==> src/rtl/mem_loader_pkg.sv <==
// Shared types and constants for the mem_loader byte-stream memory writer.
// Frame layout: SYNC, ADDR_HI, ADDR_LO, LEN, data bytes, [CSUM when MEM_LOADER_CHECKSUM_EN].
package mem_loader_pkg;

  // Loader FSM states; CSUM is only visited when the checksum option is compiled in.
  typedef enum logic [2:0] {
    ST_IDLE = 3'd0,
    ST_AHI  = 3'd1,
    ST_ALO  = 3'd2,
    ST_LEN  = 3'd3,
    ST_DATA = 3'd4,
    ST_CSUM = 3'd5,
    ST_FIN  = 3'd6
  } state_e;

  // Default frame start byte.
  localparam logic [7:0] SYNC_BYTE = 8'hA5;

  // Width of the remaining-byte counter: it must hold 1..256.
  localparam int CNT_W = 9;

  // LEN field value 0 encodes the largest frame.
  localparam logic [CNT_W-1:0] LEN_ZERO_COUNT = 9'd256;

  // The header holds a 16-bit address; only the low ADDR_W bits are used.
  localparam int HDR_ADDR_W = 16;

  // Converts the LEN header byte into the number of data bytes to expect.
  function automatic logic [CNT_W-1:0] len_to_count(input logic [7:0] len);
    if (len == 8'h00) begin
      return LEN_ZERO_COUNT;
    end
    return {1'b0, len};
  endfunction

endpackage

==> src/rtl/mem_loader.sv <==
// mem_loader: parses framed bytes from the host link and writes them into program memory,
// holding the CPU in reset while a frame is in flight.
// Optional feature macro: MEM_LOADER_CHECKSUM_EN adds a trailing CSUM byte; the 8-bit sum of
// ADDR_HI, ADDR_LO, LEN, data and CSUM must be zero for done, otherwise err pulses.
// Handshake: a byte transfers on a rising clk edge where in_valid && in_ready are both high;
// in_valid/in_data are held by the sender until that edge, in_ready never depends on in_valid.
// ADDR_W must be in 9..16 (the header carries a 16-bit address).
module mem_loader
  import mem_loader_pkg::*;
#(
  parameter int         ADDR_W = 15,
  parameter logic [7:0] SYNC   = SYNC_BYTE
) (
  input  logic              clk,
  input  logic              rst_n,
  input  logic [7:0]        in_data,
  input  logic              in_valid,
  output logic              in_ready,
  output logic              wr_en,
  output logic [ADDR_W-1:0] wr_addr,
  output logic [7:0]        wr_data,
  output logic              cpu_hold,
  output logic              done,
  output logic              err
);

  state_e                  state_q;
  logic [HDR_ADDR_W-1:0]   addr_q;
  logic [CNT_W-1:0]        cnt_q;
  logic                    wr_en_q;
  logic [ADDR_W-1:0]       wr_addr_q;
  logic [7:0]              wr_data_q;
  logic                    cpu_hold_q;
  logic                    done_q;
  logic                    accept;
  logic [HDR_ADDR_W-1:0]   addr_d;
  logic [CNT_W-1:0]        cnt_d;

`ifdef MEM_LOADER_CHECKSUM_EN
  logic [7:0] sum_q;
  logic [7:0] sum_d;
  logic       ok_q;
  logic       err_q;
`endif

  // Ready in every running state except the one-cycle FIN turnaround; low while reset is held.
  assign in_ready = rst_n && (state_q != ST_FIN);
  assign accept   = in_valid && in_ready;

  // Next address/count for a data byte; the address wraps in the low ADDR_W bits naturally.
  always_comb begin
    addr_d = addr_q + 16'd1;
    cnt_d  = cnt_q - 9'd1;
  end

`ifdef MEM_LOADER_CHECKSUM_EN
  // Running checksum including the byte currently on the bus.
  always_comb begin
    sum_d = sum_q + in_data;
  end
`endif

  // Frame parser FSM with all outputs registered.
  always_ff @(posedge clk) begin
    if (!rst_n) begin
      state_q    <= ST_IDLE;
      addr_q     <= '0;
      cnt_q      <= '0;
      wr_en_q    <= 1'b0;
      wr_addr_q  <= '0;
      wr_data_q  <= '0;
      cpu_hold_q <= 1'b0;
      done_q     <= 1'b0;
`ifdef MEM_LOADER_CHECKSUM_EN
      sum_q      <= '0;
      ok_q       <= 1'b0;
      err_q      <= 1'b0;
`endif
    end else begin
      wr_en_q <= 1'b0;
      done_q  <= 1'b0;
`ifdef MEM_LOADER_CHECKSUM_EN
      err_q   <= 1'b0;
`endif
      case (state_q)
        ST_IDLE: begin
          // Anything other than SYNC is line noise and is dropped.
          if (accept && in_data == SYNC) begin
            state_q    <= ST_AHI;
            cpu_hold_q <= 1'b1;
`ifdef MEM_LOADER_CHECKSUM_EN
            sum_q      <= '0;
`endif
          end
        end
        ST_AHI: begin
          if (accept) begin
            addr_q[15:8] <= in_data;
            state_q      <= ST_ALO;
`ifdef MEM_LOADER_CHECKSUM_EN
            sum_q        <= sum_d;
`endif
          end
        end
        ST_ALO: begin
          if (accept) begin
            addr_q[7:0] <= in_data;
            state_q     <= ST_LEN;
`ifdef MEM_LOADER_CHECKSUM_EN
            sum_q       <= sum_d;
`endif
          end
        end
        ST_LEN: begin
          if (accept) begin
            cnt_q   <= len_to_count(in_data);
            state_q <= ST_DATA;
`ifdef MEM_LOADER_CHECKSUM_EN
            sum_q   <= sum_d;
`endif
          end
        end
        ST_DATA: begin
          if (accept) begin
            wr_en_q   <= 1'b1;
            wr_addr_q <= addr_q[ADDR_W-1:0];
            wr_data_q <= in_data;
            addr_q    <= addr_d;
            cnt_q     <= cnt_d;
`ifdef MEM_LOADER_CHECKSUM_EN
            sum_q     <= sum_d;
            if (cnt_q == 9'd1) state_q <= ST_CSUM;
`else
            if (cnt_q == 9'd1) state_q <= ST_FIN;
`endif
          end
        end
        ST_CSUM: begin
`ifdef MEM_LOADER_CHECKSUM_EN
          if (accept) begin
            ok_q    <= (sum_d == 8'h00);
            state_q <= ST_FIN;
          end
`else
          state_q <= ST_FIN;
`endif
        end
        ST_FIN: begin
          cpu_hold_q <= 1'b0;
`ifdef MEM_LOADER_CHECKSUM_EN
          done_q     <= ok_q;
          err_q      <= !ok_q;
`else
          done_q     <= 1'b1;
`endif
          state_q    <= ST_IDLE;
        end
        default: begin
          state_q <= ST_IDLE;
        end
      endcase
    end
  end

  assign wr_en    = wr_en_q;
  assign wr_addr  = wr_addr_q;
  assign wr_data  = wr_data_q;
  assign cpu_hold = cpu_hold_q;
  assign done     = done_q;
`ifdef MEM_LOADER_CHECKSUM_EN
  assign err      = err_q;
`else
  assign err      = 1'b0;
`endif

endmodule

==> config.mk <==
export PLATFORM = sky130hd
export DESIGN_NAME = mem_loader
export DESIGN_NICKNAME = d
export VERILOG_FILES = /design/src/rtl/mem_loader_pkg.sv /design/src/rtl/mem_loader.sv
export SDC_FILE = /design/constraint.sdc
export NUM_CORES = 1
export LEC_CHECK = 0
export CAP_MARGIN = 20
export CORE_UTILIZATION = 48
export CTS_CLUSTER_DIAMETER = 50
export CTS_CLUSTER_SIZE = 14
export DETAILED_ROUTE_END_ITERATION = 12
export PLACE_DENSITY = 0.72
export SETUP_SLACK_MARGIN = 0.05
export SYNTH_ARGS = -nofsm -noshare
export SYNTH_HDL_FRONTEND = slang
export SYNTH_SLANG_ARGS = --single-unit
==> constraint.sdc <==
create_clock -name clk -period 2.2 [get_ports clk]
set_input_delay 0.66 -clock clk [delete_from_list [all_inputs] [get_ports clk]]
set_output_delay 0.66 -clock clk [all_outputs]
set_load 0.01 [all_outputs]
-- After elaboration in Yosys (flattened, before gate mapping)
Cells that the tools add are included.
- flip-flop bits (word level): 54
- bits in latches: 0
- RAM bits: 0
- bits in read-only memories: 0
- input port bits: 11
- output and inout bits: 28
- word-level logic and storage cells: 66
- memories: 0
- $add $sub $neg: 2
- $mul: 0
- div/mod/pow operators: 0
- order comparisons: 0
- equality and inequality tests: 15
- shifts and indexed selects: 0
- mux-type cells: 24
- bitwise gates (word level): 0
- reductions and logical operators: 16
- operator list (kind ; count):
    two-way mux 9 bit ; 4
    one-hot mux 8 bit (2 select lines) ; 2
    two-way mux 3 bit ; 6
    one-hot mux 3 bit (6 select lines) ; 1
    one-hot mux 9 bit (2 select lines) ; 1
    adder 16 x 1 -> 16 bit, second input constant ; 1
    two-way mux 16 bit ; 1
    inequality test 2 bit, second input constant ; 6
    == test 3 bit, second input constant ; 3
    == test 9 x 1 -> 1 bit, second input constant ; 1
    AND reduction 3 bit ; 3
    subtractor 9 x 1 -> 9 bit, second input constant ; 1
    == test 8 bit, second input constant ; 1
    logical NOT 8 bit ; 1
    two-way mux 8 bit ; 1
    nonzero test 2 bit ; 4
    two-way mux 1 bit ; 7
    == test 3 x 2 -> 1 bit, second input constant ; 2
    AND reduction 2 bit ; 3
    AND reduction 6 bit ; 1
    == test 3 x 1 -> 1 bit, second input constant ; 1
    logical AND 1 bit ; 3
    logical NOT 3 bit ; 1
    inequality test 3 bit, second input constant ; 1
    one-hot mux 1 bit (2 select lines) ; 1

-- Longest topological paths before layout
Gate-level depths: netlist of run 1.
- depth in word-level cells: 9
- mapped depth: 7
- mapped depth without buffers: 6

-- Worst setup path before layout of run 1
Ideal clock, no wire load.
- path type: input -> output
- start point: input rst_n
- end point: output in_ready
- arrival time: 1.633 ns
- data required time: 1.540 ns
- path slack: -0.093 ns
- stages: 5
- path buffers: 3
- path through: clkbuf_1 > inv_1 > clkbuf_1 > clkbuf_1 > a21oi_1
- cells in the longest elaborated chain, start to end: 1
- ends and longest elaborated chain (what ; RTL line ; RTL):
    from (decl) ; mem_loader.sv:15 ; input logic rst_n,
    logical AND 1 bit ; mem_loader.sv:47 ; assign in_ready = rst_n && (state_q != ST_FIN);
    to (decl) ; mem_loader.sv:18 ; output logic in_ready,
No other way between the ends.

-- Final worst setup path of run 1
Ends and elaborated chain as after synthesis.

==> results of run 1 <==
## where the power goes
| group | internal (mW) | leakage [nW] | switching, mW |
|---|---|---|---|
| sequential | 0.959 | 0.427 | 0.000203 |
| clock | 0.256 | 0.0512 | 0.330 |
| combinational | 0.0363 | 0.632 | 0.0504 |
## sequential cells by signal, summed over array words and instances (netlist names)
signal    count
wr_data       8
wr_addr      15
addr_q       15
cnt_q         9
cpu_hold      1
wr_en         1
done          1
state_q       3
## area by class of cell
class / instances / share of cell area, %
Inverter: 7 / 0.804
Tap cell: 70 / 2.68
Timing Repair Buffer: 64 / 17.5
Clock inverter: 2 / 0.421
Sequential cell: 53 / 32.5
Clock buffer: 6 / 2.53
Multi-Input combinational cell: 252 / 43.6
## per-stage QoR
step                      hold WS, ps  utilization, %  cell area (sq um)
after floorplan                   432               -               2590
after global placement            441            61.5               3160
after detailed placement          446            61.5               3160
after CTS                         459            63.4               3260
after global routing              472            63.6               3270
final                             458            63.6               3270
## placed cells by master, fill, tap and decap left out, types with 2 or more instances in the layout
| cell | instances |
|---|---|
| nand4_1 | 4 |
| a21oi_1 | 45 |
| o211ai_1 | 3 |
| and3_1 | 3 |
| nand2b_1 | 3 |
| nand3b_1 | 4 |
| nor2b_1 | 3 |
| nor3_1 | 10 |
| inv_1 | 6 |
| nor4_1 | 9 |
| xnor2_1 | 2 |
| o21ai_0 | 13 |
| nand2_1 | 64 |
| a211oi_1 | 6 |
| clkbuf_8 | 6 |
| dfxtp_1 | 53 |
| nor2_1 | 18 |
| or4_1 | 4 |
| nand3_1 | 11 |
| a21oi_2 | 2 |
| ha_1 | 3 |
| o21a_1 | 4 |
| buf_4 | 26 |
| mux2i_1 | 4 |
| a21o_1 | 4 |
| clkdlybuf4s50_1 | 36 |
| a31o_2 | 8 |
| o31ai_1 | 2 |
## logic make-up (layout without fill, tap and decap cells)
family,after synthesis,count (layout),synth area share (%)
simple gates,146,146,27.5
buf+inv,30,79,4.78
compound gates,96,96,23.0
xor+xnor,2,2,0.676
mux,4,4,1.54
flops,53,53,40.9
other cells,1,1,0.145
fa+ha+maj,3,3,1.45
## critical path, stage by stage
cell	delay, ps
clkdlybuf4s50_1	500
inv_1	70
a21oi_2	90
buf_2	130
## per-layer routing
layer  track usage (%)  vias up
li1                  -     1294
met1              37.9     1204
met2              39.7       76
met3              4.89       12
met4              7.61        0
met5                 0        -
## worst paths after layout
kind | start | endpoint | slack [ps] | depth (start not counted)
setup / recovery | rst_n | in_ready | 100 | 4
setup reg to reg | state_q[2] | addr_q[9] | 230 | 5
hold / removal | wr_data[6] | wr_data[6] | 460 | 2
hold reg to reg | wr_data[6] | wr_data[6] | 460 | 2
## repair_timing
action | in CTS | in global routing
buffers inserted | 0 | 0
endpoints found under the setup margin | 2 | 18
gates resized for setup | 5 | 3
hold endpoints to repair | 0 | 0
==> results.txt, run 1 <==
----------------------------------------------------
[Run status]
  Result of the run ... finished, final reports clean

[Worst setup path]
  Worst-path fanout max ... 2
  Nature of the critical path endpoint ... output pin
  Launching element type of the critical path ... input port
  Critical path start-end classification ... in -> out
  Data arrival time of the critical path ... 1440 ps
  Worst EP required ... 1540 ps

[GRT]
  Largest net degree at the start of global routing ... 39
  Antenna violations before repair ... 0
  Leftover overflow at the end of global routing ... 0
  Gr usage total ... between 20% and 30%
  First-pass GRT wire length ... 11400 um
  Number of global-route vias before repair ... 2271

[Timing]
  Pins over their slew limit ... 0
  Worst slew pin tran ... slightly above 500 ps
  Final critical delay including setup and external delays ... 2100 ps
  Setup tns final ... 0 ps
  Setup violators final ... 0
  Number of endpoints with negative hold slack in the final report ... 0
  Max frequency ... 475 MHz
  Worst path setup slack after routing ... about 95 ps
  Final period util ... 95.7%
  Unrepaired setup endpoints after global routing ... no
  Layout Skew ... ~10 ps
  Slew HR ... 66.1%

[Logic synthesis]
  Fraction of synthesis flops using an asynchronous set or reset pin ... 0%
  Yosys warnings ... 0
  Fraction of synthesized cell area taken by the top area cell type ... 40.9%
  Cell types with the highest counts after synthesis ... nand2_1 (65), dfxtp_1 (53), a21oi_1 (46), nor2_1 (18), clkbuf_1 (16)
  Leading cell type by number of instances after synthesis ... nand2_1
  Cell types occupying the most area after synthesis ... dfxtp_1 (41%), nand2_1 (9.4%), a21oi_1 (8.9%), a31o_2 (2.7%), nor2_1 (2.6%)
  Synth area leader ... dfxtp_1
  Predominant post-synthesis flop cell ... dfxtp_1
  Total of flip-flops plus latches after synthesis ... 53
  Number of enable-type register cells in the synthesized netlist ... 0
  Nets in the synthesized netlist ... 349
  Combined area of all synthesized cells ... 2590 sq um
  Gate count after technology mapping ... 335
  Number of unique standard cell types used by synthesis ... 49
  Fraction of the yosys area taken by sequential cells ... 40.9%
  Syn avg cell area ... 7.74 sq um

[Pwr]
  Power density over the cells ... 499 nW/um^2
  Lkg Pwr ... 1.11 nW
  Peak VDD IR ... ~0.26 mV
  Post-layout power ... 1.63 mW

[Cells and area]
  Post-route insts no fill ... 454
  Area growth syn-to-layout ... 26.0%
  Combined flip-flop and latch cell area ... 1060 sq um
  Count of inserted antenna diode cells ... 0
  Combined area of the multi-input logic cells ... 1420 sq um
  Final #Nets ... 397
  Share of post-route cells with drive strength above 1 ... about 14%
  Final-layout fill cell count ... 489

[Drt]
  Wire length per cell after detailed routing ... 15.2 um
  Number of optimization iterations in the first detailed-route pass ... 4
  WL met1 ... 3370 um
  Top routing layer used ... met4
  Detailed route wirelength on metal2 ... 3030 um
  Detail Route Antenna Nets ... 0
  Avg Vias per Cell ... roughly 5.7
  Routed Wire Length ... 6900 um
  DR iter-0 viols ... 242
  Number of remaining DRC errors ... 0
  Routed length on met3 ... 386 um
  Via total after detailed routing ... 2586

[Placed design]
  Dpl cells ... ~450
  Port Buffer Count ... 37
  Half-perimeter wire length of the detailed placement result ... between 4000 and 5000 um
  Placer Congestion ... 0.830
  Worst setup slack after placement ... -303 ps

[Clocking]
  Register clock-pin slew on the reported worst setup and hold paths ... 90 ps
  Skew-Pair Late Insertion Delay ... 310 ps
  Level count of the clock H-tree ... 2
  TritonCTS clock tree ... built
  Cts bufs inserted ... 5
  Root buffer cell ... clkbuf_8
  Cts hold-fix bufs ... 0
  Clock sink total ... 53
  Max Root-Sink Buffers ... 2

[Die]
  Die Span Y ... 75.5 um
  Placement row count ... 26
  Die Outline Area ... approximately 5700 sq um
  Core ar. ... about 5000 sq um
  Die Span X ... 75.5 um
  Effective utilization at floorplan ... 50.4%
  Count of boundary I/O pins ... 39

[Run]
  Max-cap violation count ... 0

[Min path]
  Min-Delay Path Class ... reg -> reg

----------------------------------------------------
No activity file was read; power rests on OpenSTA's default activity.
==> run 2, diff against run 1 <==
MAX_ROUTING_LAYER = met4   (was unset)
==> run 2 against run 1 <==
  * Worst hold slack hardly changed
  * Routed wire length rose by 0.20%
  * Fmax about the same
  * Cell count is the same
  * Flip-flop and latch count did not move
  * Sequential power hardly changed
  * Largest cell class unchanged
  * Highest routed layer unchanged
==> results.txt, run 2 (synthesis results as in run 1) <==
----------------------------------------------------
[Drt]
  Number of optimization iterations in the first detailed-route pass ... 5 (+1)
  DR iter-0 viols ... 228 (-5.8%)
  Detail Route Antenna Nets ... 0 (unchanged)
  Top routing layer used ... met4
  Number of remaining DRC errors ... 0 (unchanged)
  Wire length per cell after detailed routing ... 15.2 um (+0.20%)
  Detailed route wirelength on metal2 ... 3100 um (+2.4%)
  WL met1 ... 3280 um (-2.9%)
  Avg Vias per Cell ... 5.72 (+0.39%)
  Routed Wire Length ... 6910 um (+0.20%)
  Routed length on met3 ... 448 um (+16%)
  Via total after detailed routing ... 2596 (+0.39%)

[Placed design]
  Dpl cells ... 446 (unchanged)
  Half-perimeter wire length of the detailed placement result ... 4780 um (unchanged)
  Placer Congestion ... 0.842 (+1.5%)
  Port Buffer Count ... 37 (unchanged)
  Post-Place Cell Area ... 3160 sq um (unchanged)

[Cells and area]
  Count of inserted antenna diode cells ... 0 (unchanged)
  Most common cell after layout, fill and taps aside ... nand2_1
  Share of post-route cells with drive strength above 1 ... 13.5% (unchanged)
  Area of all placed cells without fillers ... 3270 sq um (unchanged)
  Finished Core Util ... 63.6% (unchanged)
  Final #Nets ... 397 (unchanged)
  Combined flip-flop and latch cell area ... 1060 sq um (unchanged)
  Commonest non-fill, non-tap cells in the layout ... nand2_1 (64), dfxtp_1 (53), a21oi_1 (45)
  Post-route insts no fill ... 454 (unchanged)
  Final-layout fill cell count ... 489 (unchanged)
  Combined area of the multi-input logic cells ... 1420 sq um (unchanged)
  Area growth syn-to-layout ... 26.0% (unchanged)

[Worst setup path]
  Critical path buffer and inverter count ... 3 (unchanged)
  Worst reg2reg path startpoint ... state_q[2]
  Data arrival time of the critical path ... 1440 ps (about the same)
  Cell breakdown of the critical path ... clkdlybuf4s50_1 -> inv_1 -> a21oi_2 -> buf_2
  Crit path max-delay family ... buffers and inverters
  Capturing element of the worst setup path ... in_ready
  Critical path's largest stage delay ... 490 ps (about the same)
  Worst EP required ... 1540 ps (about the same)
  Reg2reg end ... addr_q[9]
  Worst R2R Setup Slack ... 230 ps (about the same)
  Crit. path cell count ... 4 (unchanged)
  Crit-path slowest cell ... clkdlybuf4s50_1
  Worst-path fanout max ... 2 (unchanged)
  First element of the critical path ... rst_n
  Critical path start-end classification ... in -> out
  Launching element type of the critical path ... input port
  R2r worst-path depth ... 5 (unchanged)
  Nature of the critical path endpoint ... output pin

[Timing]
  Layout Skew ... 8.50 ps (-1.81 ps)
  Number of endpoints with negative hold slack in the final report ... 0 (unchanged)
  Pins over their slew limit ... 0 (unchanged)
  Final critical delay including setup and external delays ... 2100 ps (-0.415 ps)
  Unrepaired setup endpoints after global routing ... no
  Max frequency ... 475 MHz (about the same)
  Setup tns final ... 0 ps (unchanged)
  Final period util ... 95.7% (about the same)
  Setup violators final ... 0 (unchanged)

[Clocking]
  Cts bufs inserted ... 5 (unchanged)
  TritonCTS clock tree ... built
  Setup Buffers After CTS ... 0 (unchanged)
  Skew-Pair Late Insertion Delay ... 310 ps (about the same)
  Root buffer cell ... clkbuf_8
  Register clock-pin slew on the reported worst setup and hold paths ... 100 ps (about the same)
  Clock sink total ... 53 (unchanged)
  Level count of the clock H-tree ... 2 (unchanged)
  Max Root-Sink Buffers ... 2 (unchanged)

[Run]
  Max-cap violation count ... 0 (unchanged)

[GRT]
  Number of global-route vias before repair ... 2265 (-0.26%)
  Gr usage total ... 27.0% (+0.84 points)
  Largest net degree at the start of global routing ... 39 (unchanged)
  First-pass GRT wire length ... 11400 um (+0.25%)
  Antenna violations before repair ... 0 (unchanged)
  Leftover overflow at the end of global routing ... 0 (unchanged)

[Pwr]
  Switching fraction of total power ... 23.6% (+0.25 points)
  Combinational cell fraction of total power ... 5.3% (about the same)
  Post-layout power ... 1.64 mW (+0.32%)
  Peak VDD IR ... 0.262 mV (+0.61%)
  Lkg Pwr ... 1.11 nW (unchanged)
  Pint ... 1.25 mW (about the same)
  Sequential share of power ... 58.6% (-0.2 points)
  Share of power burned in the clock network ... 36.1% (+0.2 points)
  Power density over the cells ... 501 nW/um^2 (+0.32%)
  Net Sw Power ... 386 uW (+1.4%)

[Die]
  Die Outline Area ... 5700 sq um (unchanged)
  Die Span Y ... 75.5 um (unchanged)
  Placement row count ... 26 (unchanged)
  Die Span X ... 75.5 um (unchanged)
  Core ar. ... 5140 sq um (unchanged)
  Effective utilization at floorplan ... 50.4% (unchanged)
  Count of boundary I/O pins ... 39 (unchanged)

[Min path]
  Min-Delay Path Class ... reg -> reg

[Run status]
  Result of the run ... finished, final reports clean

----------------------------------------------------
## run 2: worst min-delay path by stage
| stage | start | depth (start not counted) | end | slack, ps |
|---|---|---|---|---|
| final | wr_data[6] | 2 | wr_data[6] | 460 |
| after floorplan | addr_q[14] | 2 | wr_addr[14] | 430 |
| after detailed placement | wr_data[4] | 2 | wr_data[4] | 450 |
| after global placement | wr_data[1] | 2 | wr_data[1] | 440 |
| after global routing | wr_data[4] | 2 | wr_data[4] | 470 |
| after CTS | wr_data[4] | 2 | wr_data[4] | 460 |
## run 2: per-stage QoR
step / worst slack (ps) / hold slack, ps
after floorplan: 53.9 / 432
after global placement: -286 / 441
after detailed placement: -303 / 446
after CTS: 48.8 / 459
after global routing: 59.1 / 473
final: 95.6 / 458
## run 2: worst register-to-register path, cell delays in order, from the launching register on
cell and delay (ps):
dfxtp_1 390, or3b_1 590, buf_4 320, and2_1 250
mux2i_1 180, o221ai_1 120
## run 2: power groups by stage
stage | clock network (mW) | registers, mW | logic [mW]
6_report | 0.591 | 0.959 | 0.0864
5_1_grt | 0.653 | 0.959 | 0.0931
4_1_cts | 0.597 | 0.959 | 0.0838
3_5_place_dp | 0 | 0.981 | 0.0839
3_3_place_gp | 0 | 0.981 | 0.0849
2_1_floorplan | 0 | 0.981 | 0.0348
## run 2: final cells by class
class / count / area share (%)
multi-input combinational: 252 / 43.6
tap: 70 / 2.68
sequential: 53 / 32.5
inverter: 7 / 0.804
clock inverter: 2 / 0.421
clock buffer: 6 / 2.53
timing repair buffer: 64 / 17.5
## run 2: what timing repair did
action	in CTS	in global routing
pin swaps	0	0
resized for setup	5	3
hold buffers	0	0
setup endpoints to repair	2	18
cloned	0	0
endpoints found under the hold margin	0	0
## run 2: per-layer routing
metal	global-route usage, %	up-vias
met5	-	-
met4	7.61	0
met3	4.89	9
met2	39.9	83
met1	37.8	1211
li1	-	1293
==> run 3, diff against run 2 <==
ABC_AREA = 0   (was unset)
clock period = 1.92 ns   (was 2.2 ns; I/O delays follow)
==> run 3 against run 2 <==
  * Sequential power up 15%
  * Non-clock buffer count up 7
  * Clock power is 24% higher
  * Combinational power up 19%
  * Die area did not move
  * Global-route usage decreased by 0.42 points
  * Register-to-register slack got worse by 120 ps
  * Core utilization up 1.8 points
  * Critical path depth is 1 higher
==> results.txt, run 3 (synthesis results as in run 1) <==
----------------------------------------------------
[Run status]
  Result of the run ... finished, final reports clean

[Timing]
  Final critical delay including setup and external delays ... 1820 ps
  Number of endpoints with negative hold slack in the final report ... 0 (unchanged)
  Layout Skew ... 7.36 ps (-1.14 ps)
  Unrepaired setup endpoints after global routing ... no
  Pins over their slew limit ... 0 (unchanged)
  Setup violators final ... 0 (unchanged)
  Final period util ... 94.6%
  Max frequency ... 550 MHz

[Drt]
  Via total after detailed routing ... 2653 (+2.2%)
  Number of remaining DRC errors ... 0 (unchanged)
  Routed Wire Length ... 7020 um (+1.6%)
  DR iter-0 viols ... 120 (-47%)
  Detail Route Antenna Nets ... 0 (unchanged)
  Wire length per cell after detailed routing ... 15.3 um (+0.27%)
  Number of optimization iterations in the first detailed-route pass ... 4 (-1)
  Avg Vias per Cell ... 5.77 (+0.86%)

[Pwr]
  Peak VDD IR ... 0.269 mV (+2.7%)
  Net Sw Power ... 410 uW (+6.3%)
  Power density over the cells ... 575 nW/um^2 (+15%)
  Pint ... 1.52 mW (+22%)
  Switching fraction of total power ... 21.2% (-2.3 points)
  Lkg Pwr ... 1.15 nW (+3.3%)
  Combinational cell fraction of total power ... 5.3% (about the same)
  Sequential share of power ... 56.9% (-1.7 points)
  Share of power burned in the clock network ... 37.8% (+1.7 points)

[Worst setup path]
  Critical path start-end classification ... in -> reg
  Worst EP required ... 2140 ps (+600 ps)
  Data arrival time of the critical path ... 2040 ps (+600 ps)
  Launching element type of the critical path ... input port
  Nature of the critical path endpoint ... register
  Worst-path fanout max ... 2 (unchanged)

[Clocking]
  Cts hold-fix bufs ... 0 (unchanged)
  Clock sink total ... 53 (unchanged)
  Level count of the clock H-tree ... 2 (unchanged)
  Cts bufs inserted ... 5 (unchanged)
  Register clock-pin slew on the reported worst setup and hold paths ... 90 ps (about the same)
  Max Root-Sink Buffers ... 2 (unchanged)
  TritonCTS clock tree ... built
  Skew-Pair Late Insertion Delay ... 300 ps (about the same)
  Root buffer cell ... clkbuf_8

[Placed design]
  Port Buffer Count ... 37 (unchanged)
  Placer Congestion ... 0.825 (-2.1%)
  Post-Place Cell Area ... 3220 sq um (+2.0%)
  Half-perimeter wire length of the detailed placement result ... 5000 um (+4.6%)

[Cells and area]
  Commonest non-fill, non-tap cells in the layout ... nand2_1 (65), dfxtp_1 (53), a21oi_1 (45)
  Most common cell after layout, fill and taps aside ... nand2_1
  Area of all placed cells without fillers ... 3360 sq um (+2.8%)
  Finished Core Util ... 65.3% (+1.8 points)
  Area growth syn-to-layout ... 29.5%
  Share of post-route cells with drive strength above 1 ... 16.2% (+2.6 points)
  Count of inserted antenna diode cells ... 0 (unchanged)
  Final-layout fill cell count ... 488 (-0.20%)
  Final #Nets ... 404 (+1.8%)

[Die]
  Placement row count ... 26 (unchanged)
  Effective utilization at floorplan ... 50.4% (unchanged)
  Die Outline Area ... 5700 sq um (unchanged)
  Count of boundary I/O pins ... 39 (unchanged)
  Core ar. ... 5140 sq um (unchanged)
  Die Span Y ... 75.5 um (unchanged)
  Die Span X ... 75.5 um (unchanged)

[Min path]
  Min-Delay Path Class ... reg -> reg

[Run]
  Max-cap violation count ... 0 (unchanged)

[GRT]
  Antenna violations before repair ... 0 (unchanged)
  Leftover overflow at the end of global routing ... 0 (unchanged)
  First-pass GRT wire length ... 11300 um (-1.2%)
  Gr usage total ... 26.6% (-0.42 points)
  Largest net degree at the start of global routing ... 39 (unchanged)
  Number of global-route vias before repair ... 2339 (+3.3%)

----------------------------------------------------
==> run 3: metrics by stage <==
| step | power [mW] | cells | setup WS [ps] | hold WS [ps] | TNS (ps) |
|---|---|---|---|---|---|
| finish | 1.93 | 460 | 103 | 457 | 0 |
| global route | 1.99 | 460 | 51.3 | 482 | 0 |
| CTS | 1.94 | 460 | 69.8 | 459 | 0 |
| detailed placement | 1.23 | 453 | -420 | 446 | -10440 |
| global placement | 1.22 | 453 | -411 | 438 | -9490 |
| floorplan | 1.17 | 335 | 50.8 | 432 | 0 |
==> run 3: power by group through the flow <==
stage | Combinational [mW] | Clock [mW] | Sequential [mW]
2_1_floorplan | 0.0420 | 0 | 1.12
3_3_place_gp | 0.100 | 0 | 1.12
3_5_place_dp | 0.101 | 0 | 1.12
4_1_cts | 0.100 | 0.740 | 1.10
5_1_grt | 0.110 | 0.777 | 1.10
6_report | 0.103 | 0.730 | 1.10
==> run 3: worst max-delay path: stages <==
cell	delay [ps]
clkdlybuf4s50_1	470
or4_4	560
nor2_2	150
o21ai_0	100
a211oi_1	190
==> run 3: per-layer routing <==
metal	up-vias	track usage (%)	share of wire (%)
met4	0	7.20	1.7
met3	11	3.70	5.7
met5	-	-	0
li1	1304	-	-
met2	80	42.5	47
met1	1258	35.4	46
==> run 3: path summary, 6_finish.rpt <==
check | start | endpoint | slack, ps | cells past startpoint
worst min-delay path | wr_addr[13] | wr_addr[13] | 460 | 2
worst max-delay path | in_data[3] | state_q[0] | 100 | 5
worst max register to register | state_q[2] | addr_q[3] | 110 | 5
worst min register to register | wr_addr[13] | wr_addr[13] | 460 | 2
==> run 3: area by class of cell <==
class | instances | area (sq um) | share of cell area, %
multi-input cells | 252 | 1460 | 43.4
flip-flops and latches | 53 | 1060 | 31.6
repair buffers | 71 | 623 | 18.6
well taps | 70 | 87.6 | 2.61
clock buffers | 5 | 68.8 | 2.05
clock inverters | 2 | 35.0 | 1.04
inverters | 7 | 26.3 | 0.782
==> run 3: timing repair <==
item	4_1_cts	5_1_grt
pin swaps	1	0
gates resized for setup	9	5
buffers inserted	0	0
endpoints found under the setup margin	10	4
